==> src/rtl/tdm_mux16.sv <==
// rtl/tdm_mux16.sv - 16:1 time-division multiplexer with snapshot, hold and channel index outputs
module tdm_mux16 #(
    parameter int HOLD_CYCLES = 1,
    parameter int DESCEND     = 0
) (
    input  logic clk,
    input  logic rst,
    input  logic start,
    input  logic d0,
    input  logic d1,
    input  logic d2,
    input  logic d3,
    input  logic d4,
    input  logic d5,
    input  logic d6,
    input  logic d7,
    input  logic d8,
    input  logic d9,
    input  logic d10,
    input  logic d11,
    input  logic d12,
    input  logic d13,
    input  logic d14,
    input  logic d15,
    output logic z0,
    output logic s0,
    output logic s1,
    output logic s2,
    output logic s3,
    output logic valid,
    output logic busy,
    output logic done
);

    typedef enum logic [1:0] {
        IDLE  = 2'd0,
        SHIFT = 2'd1,
        DONE  = 2'd2
    } state_t;

    localparam logic [3:0] HOLD_LAST = 4'(HOLD_CYCLES - 1);
    localparam logic [3:0] IDX_FIRST = (DESCEND != 0) ? 4'd15 : 4'd0;
    localparam logic [3:0] IDX_LAST  = (DESCEND != 0) ? 4'd0  : 4'd15;

    state_t      state_q, state_d;
    logic [15:0] snap_q, snap_d;
    logic [3:0]  idx_q, idx_d;
    logic [3:0]  hold_q, hold_d;
    logic        z_q, z_d;
    logic [3:0]  s_q, s_d;
    logic        valid_q, valid_d;
    logic        busy_q, busy_d;
    logic        done_q, done_d;

    // Next-state logic; outputs are precomputed from the next state so they leave flops directly
    always_comb begin
        state_d = state_q;
        snap_d  = snap_q;
        idx_d   = idx_q;
        hold_d  = hold_q;
        case (state_q)
            IDLE: begin
                if (start) begin
                    snap_d  = {d15, d14, d13, d12, d11, d10, d9, d8,
                               d7, d6, d5, d4, d3, d2, d1, d0};
                    idx_d   = IDX_FIRST;
                    hold_d  = 4'd0;
                    state_d = SHIFT;
                end
            end
            SHIFT: begin
                if (hold_q == HOLD_LAST) begin
                    hold_d = 4'd0;
                    if (idx_q == IDX_LAST) begin
                        // Single pass only: stay on the last channel and finish
                        state_d = DONE;
                    end else if (DESCEND != 0) begin
                        idx_d = idx_q - 4'd1;
                    end else begin
                        idx_d = idx_q + 4'd1;
                    end
                end else begin
                    hold_d = hold_q + 4'd1;
                end
            end
            DONE: begin
                state_d = IDLE;
            end
            default: begin
                state_d = IDLE;
            end
        endcase

        z_d     = 1'b0;
        s_d     = 4'd0;
        valid_d = 1'b0;
        busy_d  = 1'b0;
        done_d  = 1'b0;
        case (state_d)
            SHIFT: begin
                valid_d = 1'b1;
                busy_d  = 1'b1;
                s_d     = idx_d;
                z_d     = snap_d[idx_d];
            end
            DONE: begin
                done_d = 1'b1;
            end
            default: begin
                done_d = 1'b0;
            end
        endcase
    end

    // State and output registers with synchronous reset overriding start
    always_ff @(posedge clk) begin
        if (rst) begin
            state_q <= IDLE;
            snap_q  <= 16'd0;
            idx_q   <= 4'd0;
            hold_q  <= 4'd0;
            z_q     <= 1'b0;
            s_q     <= 4'd0;
            valid_q <= 1'b0;
            busy_q  <= 1'b0;
            done_q  <= 1'b0;
        end else begin
            state_q <= state_d;
            snap_q  <= snap_d;
            idx_q   <= idx_d;
            hold_q  <= hold_d;
            z_q     <= z_d;
            s_q     <= s_d;
            valid_q <= valid_d;
            busy_q  <= busy_d;
            done_q  <= done_d;
        end
    end

    assign z0    = z_q;
    assign s0    = s_q[0];
    assign s1    = s_q[1];
    assign s2    = s_q[2];
    assign s3    = s_q[3];
    assign valid = valid_q;
    assign busy  = busy_q;
    assign done  = done_q;

endmodule
==> config.mk <==
export PLATFORM = sky130hd
export DESIGN_NAME = tdm_mux16
export DESIGN_NICKNAME = d
export VERILOG_FILES = /design/src/rtl/tdm_mux16.sv
export SDC_FILE = /design/constraint.sdc
export NUM_CORES = 1
export LEC_CHECK = 0
export ABC_AREA = 1
export BUFFER_PORTS_ARGS = -buffer_cell sky130_fd_sc_hd__buf_2
export CORE_MARGIN = 2
export CORE_UTILIZATION = 55
export CTS_CLUSTER_DIAMETER = 40
export DETAILED_ROUTE_END_ITERATION = 10
export GPL_TIMING_DRIVEN = 0
export PLACE_DENSITY = 0.82
export SETUP_SLACK_MARGIN = 0.2
export SLEW_MARGIN = 15
export SYNTH_ARGS = -nofsm -noshare
export SYNTH_HDL_FRONTEND = slang
export SYNTH_SLANG_ARGS = --single-unit
==> constraint.sdc <==
create_clock -name clk -period 4.3 [get_ports clk]
set_input_delay 0.86 -clock clk [delete_from_list [all_inputs] [get_ports clk]]
set_output_delay 0.86 -clock clk [all_outputs]
set_load 0.02 [all_outputs]
* Yosys cells after proc, flatten, opt, wreduce, memory -nomap -nowiden
Index checks and enable logic that the tools add are counted.
Operators by class: add/sub/neg operators 2, $lt $le $gt $ge 1, reductions and logical operators 5, bitwise logic cells 1, equal/unequal tests 5, mux-type cells 17
Operator list (number):
- 16-bit 2-to-1 mux | 2
- 4-bit 2-to-1 mux | 5
- 4-bit case mux with 2 select lines | 2
- 4-bit by 1-bit adder with 4-bit output, second input constant | 2
- 2-bit 2-to-1 mux | 3
- 4-bit by 5-bit < comparator with 1-bit output, second input constant | 1
- 1-bit binary-select mux with 4-bit select | 1
- 2-bit by 1-bit == test with 1-bit output, second input constant | 2
- 4-bit == test, second input constant | 1
- 4-bit zero test | 1
- 2-bit case mux with 2 select lines | 1
- 1-bit 2-to-1 mux | 3
- 2-bit == test, second input constant | 1
- 2-bit zero test | 1
- 2-bit inequality test, second input constant | 1
- 2-bit AND reduction | 1
- 2-bit nonzero test | 1
- 2-bit OR reduction | 1
- 1-bit inverter | 1
Storage, ports and cells: input bits 19, bits in registers 33, word-level logic and storage cells 39, output and inout bits 8

* Logic depth before layout (Yosys ltp)
depth after elaboration 7, depth in mapped cells 12, gate-level depth less buffers 12

* Least setup slack after synthesis
Ideal clock, no wire load.
kind input to register, start input port start, end register z_q, in the netlist z0, path slack 2.470 ns, stages on the path 9, buffers on the path 2, required time 4.187 ns, arrival time 1.717 ns, setup time 0.113 ns, cells stage by stage nand3_1 > buf_4 > buf_4 > o21ai_1 > nand3_1 > nand3_1 > nand3_1 > nand3_1 > nand2_1
On the way: longest elaborated chain between the ends 5
Ends and longest elaborated chain:
- start: declaration | line 8 | input logic start,
- branches (longest 5 deep; another with 4-bit 2-to-1 mux)
- end signal: assignment | line 132 | z_q <= z_d;
- end: declaration | line 49 | logic z_q, z_d;
Parallel ways; which one is timed is not known. The select of a mux whose other input is x is not followed. A chain may end at the register's enable or synchronous reset.

* Worst setup path in the final report
start register hold_q[0], end register z_q, in the netlist z0
On the way: longest elaborated chain between the ends 6
Ends and longest elaborated chain:
- start: declaration | line 48 | logic [3:0] hold_q, hold_d;
- start signal: assignment | line 131 | hold_q <= hold_d;
- 4-bit zero test (*) | line 72 | if (hold_q == HOLD_LAST) begin
- branches (longest 5 deep; another with 4-bit 2-to-1 mux)
Every way passes the cells marked *. The select of a mux whose other input is x is not followed.

==> flow_metrics.env <==
export IMPL_crit_buf_inv=1
export IMPL_drt_initial_drc_count=46
export IMPL_drv_cap=0
export IMPL_vdd_ir_drop_max_mv=0.346
export IMPL_cp_slowest_stage_delay_ns=0.36
export IMPL_drive_gt1_share_pct=22.3
export IMPL_gr_total_overflow=0
export IMPL_grt_usage_pct=20.0
export IMPL_synth_cells=206
export IMPL_yosysWarningCount=0
export IMPL_rsz0062_at_grt="no"
export IMPL_yosysSeqAreaShare_pct=42.8
export IMPL_cts_num_sinks=33
export IMPL_drc_errors=0
export IMPL_cts_buffers_inserted=5
export IMPL_syn_avg_cell_area_sq_um=7.49
export IMPL_status="completed"
export IMPL_clock_latency_ns=0.34
export IMPL_relSlewSlack_pct=71.5
export IMPL_fin_crit_ns=1.83
export IMPL_first_global_vias=1236
export IMPL_yosysUniqueCellTypes=31
export IMPL_die_x_um=57.0
export IMPL_fp_dieH_um=57.0
export IMPL_vias=1367
export IMPL_min_delay_path_class="reg2reg"
export IMPL_setup_viol=0
export IMPL_hold_depth=2
export IMPL_cts_setup_buffers=0
export IMPL_path_max_fanout=6
export IMPL_first_pass_iters=4
export IMPL_start_kind="flip-flop"
export IMPL_finClkSkew_ns=0.0107
export IMPL_critPathKind="reg2reg"
export IMPL_syn_area_sq_um=1540
export IMPL_multi_input_area_sq_um=753
export IMPL_worst_pin_slew_ns=0.428
export IMPL_synth_enable_flop_cells=0
export IMPL_postRouteAntennaNets=0
export IMPL_cts_tree="yes"
export IMPL_diodes=0
export IMPL_ctsHoldBuffers=0
export IMPL_core_region_area_sq_um=2710
export IMPL_hold_viol=0
export IMPL_cp_end_kind="flip-flop"
export IMPL_port_buffers=25
export IMPL_min_period_over_period_pct=42.5
export IMPL_required_ns=4.53
export IMPL_rr_worst_depth=11
export IMPL_yosysTopAreaCellShare_pct=42.8
export IMPL_p_per_area_nw_per_um2=351
export IMPL_yosysTopAreaCell="dfxtp_1"
export IMPL_synthArstFlopShare_pct=0
export IMPL_die_area_sq_um=3240
export IMPL_place_area_sq_um=1710
export IMPL_routed_wl_mm=2.93
export IMPL_grt_pass1_wl_mm=5.00
export IMPL_gp_congestion=0.925
export IMPL_critPathArrivalTime_ns=2.06
export IMPL_regArea_sq_um=661
export IMPL_max_freq_mhz=547
export IMPL_cts_resized=0
export IMPL_stdcell_area_sq_um=1760
export IMPL_ys_ff_latch=33
export IMPL_hpwlAfterDp_mm=2.24
export IMPL_rows=19
export IMPL_initial_core_util_pct=56.9
export IMPL_p_leak_nw=0.828
export IMPL_grt_max_degree=11
export IMPL_fin_nets=260
export IMPL_yosys_top_cells_area="dfxtp_1 (43%), nand3_1 (9.1%), nand2_1 (8.0%)"
export IMPL_routedWlPerCell_um=10.9
export IMPL_cp_num_cells=11
export IMPL_antenna_found_initial=0
export IMPL_critical_path_top_delay_family="simple AND/OR/NAND/NOR gates"
export IMPL_fillers=253
export IMPL_cpMostUsedCell="nand3_1"
export IMPL_cts_max_path_buffers=2
export IMPL_synth_common_cells="dfxtp_1 (33), nand2_1 (33), nor2_1 (31)"
export IMPL_root_buffer="clkbuf_4"
export IMPL_vias_per_cell=5.08
export IMPL_path_clk_slew_ns=0.10
export IMPL_critical_path_cell_chain="inv_1 > ha_1 > nand2_1 > nor2_4 > nand3_4 > nand2_1 > nand3_1 > nand3_1 > nand3_1 > nand3_1 > nand2_1"
export IMPL_synth_main_ff_cell="dfxtp_1"
export IMPL_cts_htree_levels=2
export IMPL_tns_ns=0
export IMPL_cp_slowest_cell="dfxtp_1"
export IMPL_report_final_slew_viol_count=0
export IMPL_syn_num_nets=228
export IMPL_syn2layout_area_growth_pct=14.2
export IMPL_io_pins=27
where the power goes:
part / internal [mW] / leakage, nW / switching (mW) / total [mW]
sequential: 0.323 / 0.271 / 0.00604 / 0.329
combinational: 0.0416 / 0.526 / 0.0713 / 0.113
clock: 0.0771 / 0.0314 / 0.0990 / 0.176
kinds of logic (layout without fill, tap and decap cells):
kind of cell               Yosys count  after routing  synth area share [%]
buffers and inverters               31             63                  8.35
xor gates and xnor gates             2              2                  1.14
DFF                                 33             33                  42.8
AOI/OAI and AO/OA                   24             24                  8.52
adders and majority gates            3              3                  2.43
and+or+nand+nor                    113            113                  36.7
cells in the final DEF (no fill, tap or decap), drive strengths merged:
master,instances
a211oi,1
a21oi,3
a31o,1
a31oi,1
buf,30
clkbuf,9
clkinv,1
dfxtp,33
ha,3
inv,23
nand2,36
nand3,31
nand4,3
nor2,34
nor3b,1
o21ai,18
or2,8
xor2,2
per-layer routing:
| layer | global-route usage (%) | vias to the layer above | wire length, um |
|---|---|---|---|
| met3 | 4.76 | 7 | 164 |
| met4 | 11.3 | 0 | 46 |
| li1 | - | 727 | - |
| met1 | 23.9 | 599 | 1340 |
| met5 | 0 | - | 0 |
| met2 | 32.8 | 34 | 1380 |
worst paths after layout:
path | startpoint | endpoint | slack, ns
hold / removal | hold_q[1] | hold_q[1] | 0.50
setup / recovery | hold_q[0] | z0 | 2.47
setup reg to reg | hold_q[0] | z0 | 2.47
hold reg to reg | hold_q[1] | hold_q[1] | 0.50
sequential cells by signal, summed over array words and instances, names as in the netlist:
signal / cells
snap_q: 16
busy: 1
state_q: 2
done: 1
hold_q: 4
z0: 1
s_q: 4
idx_q: 4
per-stage QoR:
stage | setup WS [ns] | power [mW] | std cells | hold slack [ns] | utilization, %
after CTS | 2.49 | 0.621 | 269 | 0.507 | 65.0
after global routing | 2.33 | 0.652 | 269 | 0.533 | 65.0
final | 2.47 | 0.618 | 269 | 0.504 | 65.0
after detailed placement | 2.16 | 0.450 | 262 | 0.486 | 63.0
after global placement | 2.16 | 0.447 | 262 | 0.477 | 63.0
after floorplan | 2.47 | 0.420 | 206 | 0.458 | -
area by class of cell:
type / count / share of cell area (%)
plain buffers: 7 / 2.20
clock buffers: 7 / 3.12
inverters: 24 / 5.11
multi-input cells: 142 / 42.8
flip-flops and latches: 33 / 37.5
well taps: 31 / 2.20
repair buffers: 25 / 7.10
worst min-delay path: stages, from the launching register on:
cell	delay (ns)
dfxtp_1	0.35
nand2_1	0.07
a21oi_1	0.05
Note: power is estimated with default switching activity, not from simulation.
